==> config.mk <==
export PLATFORM = sky130hd
export DESIGN_NAME = nibble_updater_flat
export DESIGN_NICKNAME = d
export VERILOG_FILES = /design/src/rtl/nibble_pkg.sv /design/src/rtl/nibble_updater_if.sv /design/src/rtl/nibble_eq_mask.sv /design/src/rtl/nibble_updater.sv /design/src/flat_wrapper.sv
export SDC_FILE = /design/constraint.sdc
export NUM_CORES = 1
export LEC_CHECK = 0
export CORE_MARGIN = 1.5
export CORE_UTILIZATION = 38
export CTS_BUF_LIST = sky130_fd_sc_hd__clkbuf_8
export DETAILED_ROUTE_END_ITERATION = 8
export SLEW_MARGIN = 5
export SYNTH_ARGS = -nofsm -noshare
export SYNTH_HDL_FRONTEND = slang
export SYNTH_HIERARCHICAL = 1
export SYNTH_SLANG_ARGS = --single-unit
export TNS_END_PERCENT = 1
==> constraint.sdc <==
create_clock -name clk -period 4.1 [get_ports clk]
set_clock_uncertainty 0.05 [all_clocks]
set_input_delay 0.41 -clock clk [delete_from_list [all_inputs] [get_ports clk]]
set_output_delay 0.41 -clock clk [all_outputs]
set_load 0.02 [all_outputs]
==> src/rtl/nibble_pkg.sv <==
// rtl/nibble_pkg.sv - shared types, widths and helpers for the nibble updater
package nibble_pkg;

    localparam int NIB_W       = 4;
    localparam int MAX_NIBBLES = 16;

    typedef enum logic {
        IDLE = 1'b0,
        RUN  = 1'b1
    } upd_state_t;

    // Lowest index holding a zero; MAX_NIBBLES when the mask is all-ones.
    // Callers narrower than MAX_NIBBLES pad the unused upper bits with ones.
    function automatic int first_zero(input logic [MAX_NIBBLES-1:0] mask);
        int idx;
        idx = MAX_NIBBLES;
        for (int i = MAX_NIBBLES - 1; i >= 0; i--) begin
            if (!mask[i]) begin
                idx = i;
            end
        end
        return idx;
    endfunction

endpackage

==> src/rtl/nibble_updater_if.sv <==
// rtl/nibble_updater_if.sv - control/status bundle between a control unit and the nibble updater
interface nibble_updater_if #(
    parameter int NIBBLES = 4,
    parameter int CW      = $clog2(NIBBLES + 1)
);
    import nibble_pkg::*;

    logic                       start;
    logic [NIB_W*NIBBLES-1:0]   target;
    logic                       clr;
    logic [NIB_W*NIBBLES-1:0]   word;
    logic [NIBBLES-1:0]         eq_mask;
    logic                       busy;
    logic                       done;
    logic [CW-1:0]              fixes;

    modport master (
        output start, target, clr,
        input  word, eq_mask, busy, done, fixes
    );

    modport slave (
        input  start, target, clr,
        output word, eq_mask, busy, done, fixes
    );

endinterface

==> src/rtl/nibble_eq_mask.sv <==
// rtl/nibble_eq_mask.sv - per-nibble equality mask of two words
module nibble_eq_mask
    import nibble_pkg::*;
#(
    parameter int NIBBLES = 4
) (
    input  logic [NIB_W*NIBBLES-1:0] a,
    input  logic [NIB_W*NIBBLES-1:0] b,
    output logic [NIBBLES-1:0]       eq
);

    // One XNOR-AND chain per nibble: set only when every bit matches.
    for (genvar k = 0; k < NIBBLES; k++) begin : g_nib
        assign eq[k] = &(a[k*NIB_W +: NIB_W] ~^ b[k*NIB_W +: NIB_W]);
    end

endmodule

==> src/rtl/nibble_updater.sv <==
// rtl/nibble_updater.sv - rewrites the held word toward a latched target, one nibble per clock
module nibble_updater
    import nibble_pkg::*;
#(
    parameter int NIBBLES = 4,
    parameter int CW      = $clog2(NIBBLES + 1)
) (
    input  logic           clk,
    input  logic           rst_n,
    nibble_updater_if.slave bus
);

    localparam int W = NIB_W * NIBBLES;

    upd_state_t               state_q, state_d;
    logic [W-1:0]             word_q, word_d;
    logic [W-1:0]             tgt_q, tgt_d;
    logic                     busy_q, busy_d;
    logic                     done_q, done_d;
    logic [CW-1:0]            fixes_q, fixes_d;
    logic [NIBBLES-1:0]       eq;
    logic [MAX_NIBBLES-1:0]   mask_pad;
    int                       fz;

    nibble_eq_mask #(.NIBBLES(NIBBLES)) u_eq (
        .a  (word_q),
        .b  (tgt_q),
        .eq (eq)
    );

    // State and datapath registers; a reset mid-update discards it without a done pulse.
    always_ff @(posedge clk or negedge rst_n) begin
        if (!rst_n) begin
            state_q <= IDLE;
            word_q  <= '0;
            tgt_q   <= '0;
            busy_q  <= 1'b0;
            done_q  <= 1'b0;
            fixes_q <= '0;
        end else begin
            state_q <= state_d;
            word_q  <= word_d;
            tgt_q   <= tgt_d;
            busy_q  <= busy_d;
            done_q  <= done_d;
            fixes_q <= fixes_d;
        end
    end

    // Next state: accept start (over clr) in IDLE, then fix the lowest mismatched nibble each RUN cycle.
    always_comb begin
        state_d  = state_q;
        word_d   = word_q;
        tgt_d    = tgt_q;
        busy_d   = busy_q;
        done_d   = 1'b0;
        fixes_d  = fixes_q;
        mask_pad = '1;
        mask_pad[NIBBLES-1:0] = eq;
        fz       = first_zero(mask_pad);

        case (state_q)
            IDLE: begin
                if (bus.start) begin
                    tgt_d   = bus.target;
                    fixes_d = '0;
                    busy_d  = 1'b1;
                    state_d = RUN;
                end else if (bus.clr) begin
                    word_d = '0;
                end
            end
            RUN: begin
                if (&eq) begin
                    state_d = IDLE;
                    busy_d  = 1'b0;
                    done_d  = 1'b1;
                end else begin
                    for (int k = 0; k < NIBBLES; k++) begin
                        if (k == fz) begin
                            word_d[k*NIB_W +: NIB_W] = tgt_q[k*NIB_W +: NIB_W];
                        end
                    end
                    fixes_d = fixes_q + CW'(1);
                end
            end
        endcase
    end

    assign bus.word    = word_q;
    assign bus.eq_mask = eq;
    assign bus.busy    = busy_q;
    assign bus.done    = done_q;
    assign bus.fixes   = fixes_q;

endmodule
==> src/flat_wrapper.sv <==
// flat-port wrapper written by rule: the top's interface ports become plain ports
module nibble_updater_flat import nibble_pkg::*;
#(
    parameter int NIBBLES = 4,
    parameter int CW      = $clog2(NIBBLES + 1)
)
  (clk, rst_n, bus_start, bus_target, bus_clr, bus_word, bus_eq_mask, bus_busy, bus_done, bus_fixes);
  nibble_updater_if #(.NIBBLES(NIBBLES), .CW(CW)) bus_i ();
  input  logic clk;
  input  logic rst_n;
  input wire logic [$bits(bus_i.start)-1:0] bus_start;
  input wire logic [$bits(bus_i.target)-1:0] bus_target;
  input wire logic [$bits(bus_i.clr)-1:0] bus_clr;
  output wire logic [$bits(bus_i.word)-1:0] bus_word;
  output wire logic [$bits(bus_i.eq_mask)-1:0] bus_eq_mask;
  output wire logic [$bits(bus_i.busy)-1:0] bus_busy;
  output wire logic [$bits(bus_i.done)-1:0] bus_done;
  output wire logic [$bits(bus_i.fixes)-1:0] bus_fixes;
  assign bus_i.start = bus_start;
  assign bus_i.target = bus_target;
  assign bus_i.clr = bus_clr;
  assign bus_word = bus_i.word;
  assign bus_eq_mask = bus_i.eq_mask;
  assign bus_busy = bus_i.busy;
  assign bus_done = bus_i.done;
  assign bus_fixes = bus_i.fixes;
  nibble_updater #(.NIBBLES(NIBBLES), .CW(CW)) u_core (.clk(clk), .rst_n(rst_n), .bus(bus_i));
endmodule
After elaboration in Yosys (flattened, before gate mapping):

Cells that the tools add are included.

* input port bits: 20
* output and inout port bits: 25
* register bits after elaboration: 38

* muxes and demuxes: 23
* equal/unequal tests: 12
* reductions and logical operators: 13
* add/sub/neg operators: 1
* bitwise operators: 5

Operators with widths (count)
* two-way mux 32 bit: 3
* equality test 3 x 32 -> 1 bit, first input constant: 2
* two-way mux 16 bit: 3
* equality test 2 x 32 -> 1 bit, first input constant: 1
* zero test 32 bit: 1
* case mux 16 bit (2 select lines): 1
* AND reduction 4 bit: 8
* != test 2 bit, second input constant: 9
* two-way mux 4 bit: 4
* AND reduction 16 bit: 1
* bitwise XNOR 4 bit: 4
* two-way mux 1 bit: 6
* two-way mux 3 bit: 2
* case mux 3 bit (2 select lines): 1
* AND reduction 2 bit: 3
* two-way mux 5 bit: 1
* case mux 1 bit (2 select lines): 2
* adder 3 x 1 -> 3 bit, second input constant: 1
* inverter 1 bit: 1

Logic depth before layout (Yosys ltp):

Gate-level depths: netlist of run 1.

* depth after elaboration: 10
* mapped depth: 5

Hierarchy:

The synthesis of run 1 kept the hierarchy.

By module, submodules not included
* nibble_updater: instances 1, cells each 145, area each 1535.2 um2
* nibble_eq_mask: instances 1, cells each 20, area each 190.2 um2

Worst setup path before layout of run 1:

No wires, ideal clock.

* path kind: register to register
* from: reg u_core.word_q[1] (netlist: u_core/bus.word[1])
* to: reg u_core.word_q[12] (netlist: u_core/bus.word[12])
* period minus slack after synthesis: 2398 ps
* cell stages (with the launch flop): 6
* required time: 3925 ps
* path buffers: 0
* setup slack: 1702 ps
* arrival time: 2224 ps
* cell sequence: dfrtp_1 xor2_1 nor4_2 nand3_2 nor3b_4 mux2_2

* word-level cells in the longest chain between the ends: 6
* elaborated cells between the ends (all ways): 8
* classes of those cells: eq/ne (3); mux (1); bitwise (1); reduce/logical (3)

Ends and longest elaborated chain
* from (decl): line nibble_updater.sv:16 `logic [W-1:0] word_q, word_d;`
* from (signal assigned): line nibble_updater.sv:42 `word_q <= word_d;`
* bitwise XNOR 4 bit: line nibble_eq_mask.sv:14 `assign eq[k] = &(a[k*NIB_W +: NIB_W] ~^ b[k*NIB_W +: NIB_W]);`
* AND reduction 4 bit: line nibble_eq_mask.sv:14
* named net bus_eq_mask[0]: line flat_wrapper.sv:15 `output wire logic [$bits(bus_i.eq_mask)-1:0] bus_eq_mask;`
* two-way mux 32 bit: line nibble_pkg.sv:18 `if (!mask[i]) begin`
* equality test 3 x 32 -> 1 bit: line nibble_updater.sv:80 `if (k == fz) begin`
* != test 2 bit (no line)
* AND reduction 4 bit (no line)

The timed path passes the listed nets, and every way through them passes these cells.
A chain may end at the register's enable or synchronous reset.

Final worst setup path of run 1:

* from: reg u_core.tgt_q[1]
* to: out bus_eq_mask[0]

* word-level cells in the longest chain between the ends: 2

Ends and longest elaborated chain
* from (decl): line nibble_updater.sv:17 `logic [W-1:0] tgt_q, tgt_d;`
* from (signal assigned): line nibble_updater.sv:43 `tgt_q <= tgt_d;`
* bitwise XNOR 4 bit: line nibble_eq_mask.sv:14
* AND reduction 4 bit: line nibble_eq_mask.sv:14
* to (decl): line flat_wrapper.sv:15

No other way between the ends.

==> flow_metrics.py, run 1 <==
metrics = {
    "sta": {
        "finalCritPeriodShare": 0.6430,
        "final.setup.tns_ns": 0,
        "slew_headroom": 0.4167,
        "finalMaxSlewViolations": 0,
        "setup_viol_count_final": 0,
        "period_needed_ns": 2.636,
        "finalWorstSetupSlack_ns": 1.464,
        "tightestPinTransition_ns": 0.8749,
        "report.final.hold_viol_count": 0,
        "rsz0062_at_grt": "false",
        "hold_slack_ns": 0.1721,
        "clock.fmax_mhz": 379.3,
    },
    "routing": {
        "wl_met1_mm": 1.776,
        "via_per_inst": 4.913,
        "wl_met3_um": 180,
        "wl_per_cell_um": 14.67,
        "postRouteAntennaNets": 0,
        "drt_iter0_drc": 56,
        "dr.pass1.iters": 5,
        "routed.top_layer": "met4",
        "dr_wl_met2_mm": 1.880,
        "drt_wl_total_mm": 3.873,
        "dr_total_vias": 1297,
        "drc": 0,
    },
    "clocking": {
        "cts.clk_slew.worst_paths_ns": 0.08,
        "postCtsResizedCells": 0,
        "cts-htree-levels": 2,
        "numCtsBuffers": 5,
        "worstSkewPairLatency_ns": 0.28,
        "tritoncts": "yes",
        "clk_path_buf_depth": 2,
        "cts_sinks": 38,
        "postCtsHoldBufs": 0,
        "cts_root_buffer": "clkbuf_8",
        "cts_setup_buffers": 0,
    },
    "hold_path": {
        "hp-class": "input pin to async pin",
    },
    "floorplanning": {
        "core-area_mm2": 0.004354,
        "die_w_um": 70.39,
        "rows": 24,
        "io_pins": 45,
        "fp.dieArea_mm2": 0.004954,
        "die_height_um": 70.39,
        "start_util": 0.3963,
    },
    "outcome": {
        "status": "finished, final reports clean",
    },
    "synthesis": {
        "yosys_warnings": 6,
        "ys_ff_latch": 38,
        "synth_most_common_cell": "nand2_1",
        "synth_area_per_cell_um2": 10.46,
        "synth-async-reset-ratio": 1.000,
        "yosys_most_used_dff": "dfrtp_1",
        "yosysSeqAreaShare": 0.5511,
        "ys_types": 23,
        "synth_edf_count": 0,
        "synth_area_mm2": 0.001725,
        "synthTopCellsByArea": "dfrtp_1 (55%), nand2_1 (13%), xor2_1 (8.1%)",
        "synth_common_cells": "nand2_1 (62), dfrtp_1 (38), xor2_1 (16)",
        "synth_cells": 165,
        "synth_top_area_frac": 0.5511,
        "synthesis.nets": 186,
        "synth_top_area_cell": "dfrtp_1",
    },
    "setup_path": {
        "path_class": "register to output port",
        "path_max_fanout": 7,
        "end_kind": "output port",
        "start_kind": "register",
        "worstPathRequired_ns": 3.64,
        "arrival_ns": 2.18,
    },
    "finish": {
        "multi_input_area_um2": 749.5,
        "final_nets": 233,
        "diodes": 0,
        "final_area_mm2": 0.002287,
        "seq_area_um2": 950.9,
        "nFillCells": 374,
        "area_growth_pct": 32.56,
        "layout-drive-gt1-share": 0.09906,
    },
    "global_routing": {
        "grt_pass1_vias": 1350,
        "antenna_found_initial": 0,
        "grt_util_all_layers": 0.1698,
        "grt_first_pass_wirelength_mm": 6.679,
        "grt_overflow_total": 0,
        "grt_max_degree": 39,
    },
    "place": {
        "pre_cts_slack_ns": 1.753,
        "io_buffer_count": 44,
        "dp_hpwl_mm": 2.739,
        "gp_congestion": 0.7654,
        "dpl_cell_area_mm2": 0.002208,
    },
    "pwr": {
        "p_per_area_mw_per_mm2": 790.7,
        "p_leak_nw": 1.110,
        "ir_drop_uv": 399.6,
        "power_w": 0.001809,
    },
    "run": {
        "drv_cap": 0,
    },
}
[worst max-delay path, cell delays in order, from the launching register on]
cell,delay [ns]
dfrtp_1,0.41
xor2_1,0.18
nor4_2,0.59
clkdlybuf4s50_1,0.72
[cells by family after synthesis]
kind of cell,share of synthesized area
compound gates,0.06019
xor+xnor,0.08122
fa+ha+maj,0.007250
buf+inv,0.01451
flops,0.5511
mux,0.03771
simple gates,0.2480
[report_power, final]
part	internal [W]	switching (W)	leakage, nW	total [W]
clock	0.000114	0.000122	0.0438	0.000236
combinational	0.000416	0.000480	0.584	0.000896
sequential	0.000527	0.000149	0.482	0.000676
[worst paths after layout]
check | end | depth (start not counted) | startpoint | slack (ns)
setup reg to reg | u_core/bus.word[13]$_DFFE_PN0P_ | 5 | u_core/tgt_q[1]$_DFFE_PN0P_ | 1.83
max in group asynchronous | u_core/bus.word[7]$_DFFE_PN0P_ | 1 | rst_n | 3.29
min in group clk | u_core/bus.fixes[2]$_DFFE_PN0P_ | 1 | u_core/bus.fixes[2]$_DFFE_PN0P_ | 0.45
setup / recovery | bus_eq_mask[0] | 3 | u_core/tgt_q[1]$_DFFE_PN0P_ | 1.46
hold / removal | u_core/tgt_q[2]$_DFFE_PN0P_ | 1 | rst_n | 0.17
hold reg to reg | u_core/bus.fixes[2]$_DFFE_PN0P_ | 1 | u_core/bus.fixes[2]$_DFFE_PN0P_ | 0.45
[registers in the layout, indices dropped and copies added, names as in the netlist]
signal	cells
u_core/tgt_q	16
u_core/bus.done	1
u_core/bus.word	16
u_core/state_q	1
u_core/bus.busy	1
u_core/bus.fixes	3
[area by class of cell]
class                   count  share of cell area
flip-flops and latches     38              0.4158
multi-input cells         122              0.3277
repair buffers             45              0.1937
clock buffers               5             0.03009
well taps                  52             0.02845
clock inverters             2            0.004376
[layout by cell type, fill, tap and decap left out]
cell type        netlist  layout
a22o_1                 8       8
a31o_2                 1       1
and3_1                 1       1
and3b_1                1       1
and4b_1                1       1
buf_2                  2       1
buf_4                  1       1
clkbuf_8               0       5
clkdlybuf4s50_1        0      43
clkinv_2               0       2
dfrtp_1               38      38
ha_1                   1       1
mux2_2                 4       4
mux2i_1                2       2
nand2_1               62      62
nand2b_1               2       2
nand3_1                1       1
nand3_2                1       1
nand4_1                1       1
nor2_1                 3       3
nor2b_1                6       6
nor3b_4                2       2
nor4_2                 4       4
o21ai_0                5       5
xor2_1                16      16
[routing by layer]
layer	vias up	global-route usage
li1	642	-
met5	-	0
met3	5	0.03896
met2	32	0.2568
met4	0	0.05769
met1	618	0.2400
[stage by stage]
step                      instances    util
after floorplan                 165       -
after global placement          257  0.5072
after detailed placement        257  0.5072
after CTS                       264  0.5253
after global routing            264  0.5253
final                           264  0.5253
No activity file was read; power rests on OpenSTA's default activity.
==> run 2: changes to the inputs <==
- clock period: 4.1 -> 2.7 ns (I/O delays scaled with it)
==> run 2 against run 1 <==
Against the previous run:
- setup slack lost 1.3 ns
- power grew 55%
- sequential cell count stayed put
- sequential share of layout area is 0.63 points lower
- combinational power grew 54%
- final area increased by 1.5%
- via count up 2.1%
- largest power group unchanged
==> flow_metrics.py, run 2 (synthesis results as in run 1) <==
metrics = {
    "routing": {
        "drt_iter0_drc": 38,
        "dr.pass1.iters": 4,
        "drt_wl_total_mm": 3.796,
        "via_per_inst": 4.940,
        "dr_total_vias": 1324,
        "drc": 0,
        "postRouteAntennaNets": 0,
        "wl_per_cell_um": 14.16,
    },
    "global_routing": {
        "grt_max_degree": 39,
        "grt_overflow_total": 0,
        "grt_pass1_vias": 1367,
        "grt_first_pass_wirelength_mm": 6.603,
        "grt_util_all_layers": 0.1718,
        "antenna_found_initial": 0,
    },
    "sta": {
        "finalCritPeriodShare": 0.9246,
        "setup_viol_count_final": 0,
        "clock.fmax_mhz": 400.6,
        "report.final.hold_viol_count": 0,
        "tightestPinTransition_ns": 0.8367,
        "final.setup.tns_ns": 0,
        "slew_headroom": 0.4422,
        "finalMaxSlewViolations": 0,
        "period_needed_ns": 2.496,
        "rsz0062_at_grt": "false",
    },
    "setup_path": {
        "cp_slowest_stage_delay_ns": 0.72,
        "worstPathRequired_ns": 2.38,
        "r2r_end": "u_core/bus.word[13]$_DFFE_PN0P_",
        "reg2reg_slack_ns": 0.47,
        "path_cells": "xor2_1 -> nor4_2 -> clkdlybuf4s50_1",
        "rr_startpoint": "u_core/tgt_q[1]$_DFFE_PN0P_",
        "cpMaxStageDelayCell": "clkdlybuf4s50_1",
        "path_max_fanout": 7,
        "crit_family": "buffers and inverters",
        "path_class": "register to output port",
        "arrival_ns": 2.18,
        "start_kind": "register",
        "r2r_cells": 5,
        "end_kind": "output port",
        "crit_buf_inv": 1,
    },
    "clocking": {
        "numCtsBuffers": 5,
        "tritoncts": "yes",
        "cts-htree-levels": 2,
        "cts_root_buffer": "clkbuf_8",
        "worstSkewPairLatency_ns": 0.28,
        "cts.clk_slew.worst_paths_ns": 0.08,
        "cts_setup_buffers": 0,
        "postCtsResizedCells": 0,
        "cts_sinks": 38,
        "clk_path_buf_depth": 2,
        "postCtsHoldBufs": 0,
    },
    "floorplanning": {
        "fp.dieArea_mm2": 0.004954,
        "core-area_mm2": 0.004354,
        "rows": 24,
        "die_height_um": 70.39,
        "die_w_um": 70.39,
        "io_pins": 45,
        "start_util": 0.3963,
    },
    "place": {
        "dp_hpwl_mm": 2.772,
        "io_buffer_count": 44,
        "dpl_cell_area_mm2": 0.002231,
        "gp_congestion": 0.7333,
    },
    "run": {
        "drv_cap": 0,
    },
    "pwr": {
        "power_w": 0.002797,
        "p_leak_nw": 1.133,
        "ir_drop_uv": 489.5,
        "p_per_area_mw_per_mm2": 1204,
    },
    "finish": {
        "seq_area_um2": 950.9,
        "final_nets": 236,
        "diodes": 0,
        "layout_commonest_cell": "nand2_1",
        "layout-drive-gt1-share": 0.1111,
        "multi_input_area_um2": 749.5,
        "nFillCells": 398,
        "mostFrequentLayoutCells": "nand2_1 (62), clkdlybuf4s50_1 (43), dfrtp_1 (38), xor2_1 (16), a22o_1 (8)",
        "area_growth_pct": 34.59,
        "final_area_mm2": 0.002322,
    },
    "hold_path": {
        "hp-class": "input pin to async pin",
    },
    "outcome": {
        "status": "finished, final reports clean",
    },
}
[run 2: cell types whose count changed in the layout (fill, tap and decap cells not counted)]
cell      previous run  this run
buf_4                1         4
clkbuf_8             5         6
clkinv_2             2         1
inv_1                0         1
[run 2: worst max-delay path by stage]
stage / start / to / slack [ns] / cells after the start
2_1_floorplan: u_core/bus.word[1]$_DFFE_PN0P_ / u_core/bus.word[12]$_DFFE_PN0P_ / 0.30 / 5
3_3_place_gp: u_core/tgt_q[1]$_DFFE_PN0P_ / bus_eq_mask[0] / 0.55 / 3
3_5_place_dp: u_core/tgt_q[1]$_DFFE_PN0P_ / u_core/bus.word[13]$_DFFE_PN0P_ / 0.47 / 5
4_1_cts: u_core/tgt_q[1]$_DFFE_PN0P_ / bus_eq_mask[0] / 0.18 / 3
5_1_grt: u_core/tgt_q[1]$_DFFE_PN0P_ / bus_eq_mask[0] / 0.05 / 3
6_report: u_core/tgt_q[1]$_DFFE_PN0P_ / bus_eq_mask[0] / 0.20 / 3
[run 2: metrics by stage]
step                        util  cells  hold slack, ns  setup WS (ns)
after floorplan                -    165        -0.07559         0.3016
after global placement    0.5124    260          0.3620         0.5517
after detailed placement  0.5124    260          0.3641         0.4690
after CTS                 0.5333    268         0.05454         0.1765
after global routing      0.5333    268         0.08844        0.05165
final                     0.5333    268         0.03257         0.2036
[run 2: area by class of cell]
type | count | area share
Sequential cell | 38 | 0.4095
Multi-Input combinational cell | 122 | 0.3227
Timing Repair Buffer | 48 | 0.2004
Clock buffer | 6 | 0.03556
Tap cell | 52 | 0.02802
Clock inverter | 2 | 0.003772
[run 2: metal layers]
layer  up-vias  share of wire  GRT usage
li1        643              -          -
met3         5          0.037    0.05195
met5         -              0          0
met4         0          0.013    0.05128
met2        27           0.50     0.2799
met1       649           0.45     0.2201
[run 2: worst reg2reg max path: stages, from the launching register on]
cell and delay [ns]:
dfrtp_1 0.41, xor2_1 0.18, nor4_2 0.58, nand3_2 0.21
nor3b_4 0.31, mux2_2 0.37
[run 2: power breakdown]
group / leakage [nW] / internal [W] / switching [W]
Sequential: 0.482 / 0.000801 / 0.000223
Combinational: 0.598 / 0.000654 / 0.000728
Clock: 0.0524 / 0.000202 / 0.000188
Total: 1.13 / 0.00166 / 0.00114
==> run 3: changes to the inputs <==
- CORE_UTILIZATION: 38 -> 50
- PLACE_DENSITY: default -> 0.82
- SETUP_SLACK_MARGIN: default -> 0.05
==> run 3 against run 2 <==
Against the previous run:
- via count decreased by 1.3%
- clock power shrank 1%
- sequential share of layout area is 0.13 points higher
- clock-buffer cell count did not move
- fmax grew 4.3%
- cell count shrank 2.2%
- wire length is 3.8% lower
- combinational power hardly changed
==> flow_metrics.py, run 3 (synthesis results as in run 1) <==
metrics = {
    "place": {
        "gp_congestion": 0.7761,
        "dp_hpwl_mm": 2.672,
        "io_buffer_count": 44,
    },
    "run": {
        "drv_cap": 0,
    },
    "finish": {
        "layout_commonest_cell": "nand2_1",
        "final_nets": 236,
        "area_growth_pct": 34.16,
        "diodes": 0,
        "mostFrequentLayoutCells": "nand2_1 (62), clkdlybuf4s50_1 (43), dfrtp_1 (38), xor2_1 (16), a22o_1 (8)",
        "layout-drive-gt1-share": 0.1111,
        "post-route-util": 0.6992,
        "nFillCells": 263,
    },
    "routing": {
        "drt_wl_total_mm": 3.652,
        "dr_total_vias": 1307,
        "drt_iter0_drc": 46,
        "via_per_inst": 4.989,
        "postRouteAntennaNets": 0,
        "drc": 0,
        "dr.pass1.iters": 4,
        "wl_per_cell_um": 13.94,
    },
    "setup_path": {
        "crit_buf_inv": 1,
        "start_kind": "register",
        "cp.depth": 3,
        "arrival_ns": 2.07,
        "cp-endpoint": "bus_eq_mask[1]",
        "r2r_cells": 5,
        "cpMaxStageDelayCell": "clkdlybuf4s50_1",
        "r2r_end": "u_core/bus.word[15]$_DFFE_PN0P_",
        "path_class": "register to output port",
        "path_max_fanout": 5,
        "rr_startpoint": "u_core/tgt_q[5]$_DFFE_PN0P_",
        "crit_family": "buffers and inverters",
        "reg2reg_slack_ns": 0.61,
        "path_cells": "xor2_1 -> nor4_2 -> clkdlybuf4s50_1",
        "end_kind": "output port",
        "cp_slowest_stage_delay_ns": 0.71,
        "worstPathRequired_ns": 2.38,
        "startpoint": "u_core/tgt_q[5]$_DFFE_PN0P_",
    },
    "sta": {
        "tightestPinTransition_ns": 0.8080,
        "clock.fmax_mhz": 417.9,
        "finalMaxSlewViolations": 0,
        "period_needed_ns": 2.393,
        "finalCritPeriodShare": 0.8863,
        "report.final.hold_viol_count": 0,
        "final.setup.tns_ns": 0,
        "slew_headroom": 0.4613,
        "rsz0062_at_grt": "false",
        "setup_viol_count_final": 0,
    },
    "floorplanning": {
        "die_height_um": 61.75,
        "die_w_um": 61.75,
        "io_pins": 45,
        "core-area_mm2": 0.003311,
        "fp.dieArea_mm2": 0.003812,
        "rows": 21,
        "start_util": 0.5212,
    },
    "hold_path": {
        "hp-class": "input pin to async pin",
    },
    "global_routing": {
        "grt_max_degree": 39,
        "antenna_found_initial": 0,
        "grt_pass1_vias": 1286,
        "grt_first_pass_wirelength_mm": 5.865,
        "grt_util_all_layers": 0.2165,
        "grt_overflow_total": 0,
    },
    "pwr": {
        "power_w": 0.002800,
        "p_per_area_mw_per_mm2": 1210,
        "p_leak_nw": 1.134,
        "ir_drop_uv": 672.0,
    },
    "clocking": {
        "clk_path_buf_depth": 2,
        "postCtsResizedCells": 0,
        "cts-htree-levels": 2,
        "postCtsHoldBufs": 0,
        "tritoncts": "yes",
        "numCtsBuffers": 5,
        "cts_sinks": 38,
        "cts.clk_slew.worst_paths_ns": 0.07,
        "cts_setup_buffers": 0,
        "worstSkewPairLatency_ns": 0.28,
        "cts_root_buffer": "clkbuf_8",
    },
    "outcome": {
        "status": "finished, final reports clean",
    },
}
==> run 3: cell counts in the layout (fill, tap and decap cells not counted) <==
Identical to the previous run, type by type.
==> run 3: final cells by class <==
cell class,count,area [µm²],share of cell area
sequential,38,950.9,0.4108
multi-input combinational,122,749.5,0.3238
timing repair buffer,48,465.4,0.2011
clock buffer,6,82.58,0.03568
tap,46,57.56,0.02486
clock inverter,2,8.758,0.003784
==> run 3: metrics by stage <==
step,hold WS [ns],instance area (µm²),worst slack [ns],cells
2_1_floorplan,-0.07559,1725,0.3016,165
3_3_place_gp,0.3465,2223,0.6685,254
3_5_place_dp,0.3578,2223,0.6228,254
4_1_cts,0.04965,2315,0.2789,262
5_1_grt,0.08342,2315,0.1954,262
6_report,0.02648,2315,0.3069,262
==> run 3: power breakdown <==
group          leakage (nW)  internal (W)  switching (W)
clock network        0.0524      0.000202       0.000183
registers             0.482      0.000801       0.000233
logic                 0.599      0.000665       0.000717
total                  1.13       0.00167        0.00113
==> run 3: worst min path at each step <==
stage / endpoint / from / slack, ns / cells after the start
after floorplan: u_core/bus.busy$_DFFE_PN0P_ / rst_n / -0.08 / 0
after global placement: u_core/tgt_q[0]$_DFFE_PN0P_ / rst_n / 0.35 / 1
after detailed placement: u_core/tgt_q[0]$_DFFE_PN0P_ / rst_n / 0.36 / 1
after CTS: u_core/tgt_q[0]$_DFFE_PN0P_ / rst_n / 0.05 / 1
after global routing: u_core/bus.word[0]$_DFFE_PN0P_ / rst_n / 0.08 / 1
final: u_core/tgt_q[0]$_DFFE_PN0P_ / rst_n / 0.03 / 1
==> run 3: routing by layer <==
layer / up-vias / wire (µm) / track usage
li1: 643 / - / -
met1: 621 / 1552 / 0.2679
met2: 39 / 1825 / 0.3564
met3: 4 / 227 / 0.07453
met4: 0 / 47 / 0.07295
met5: - / 0 / 0
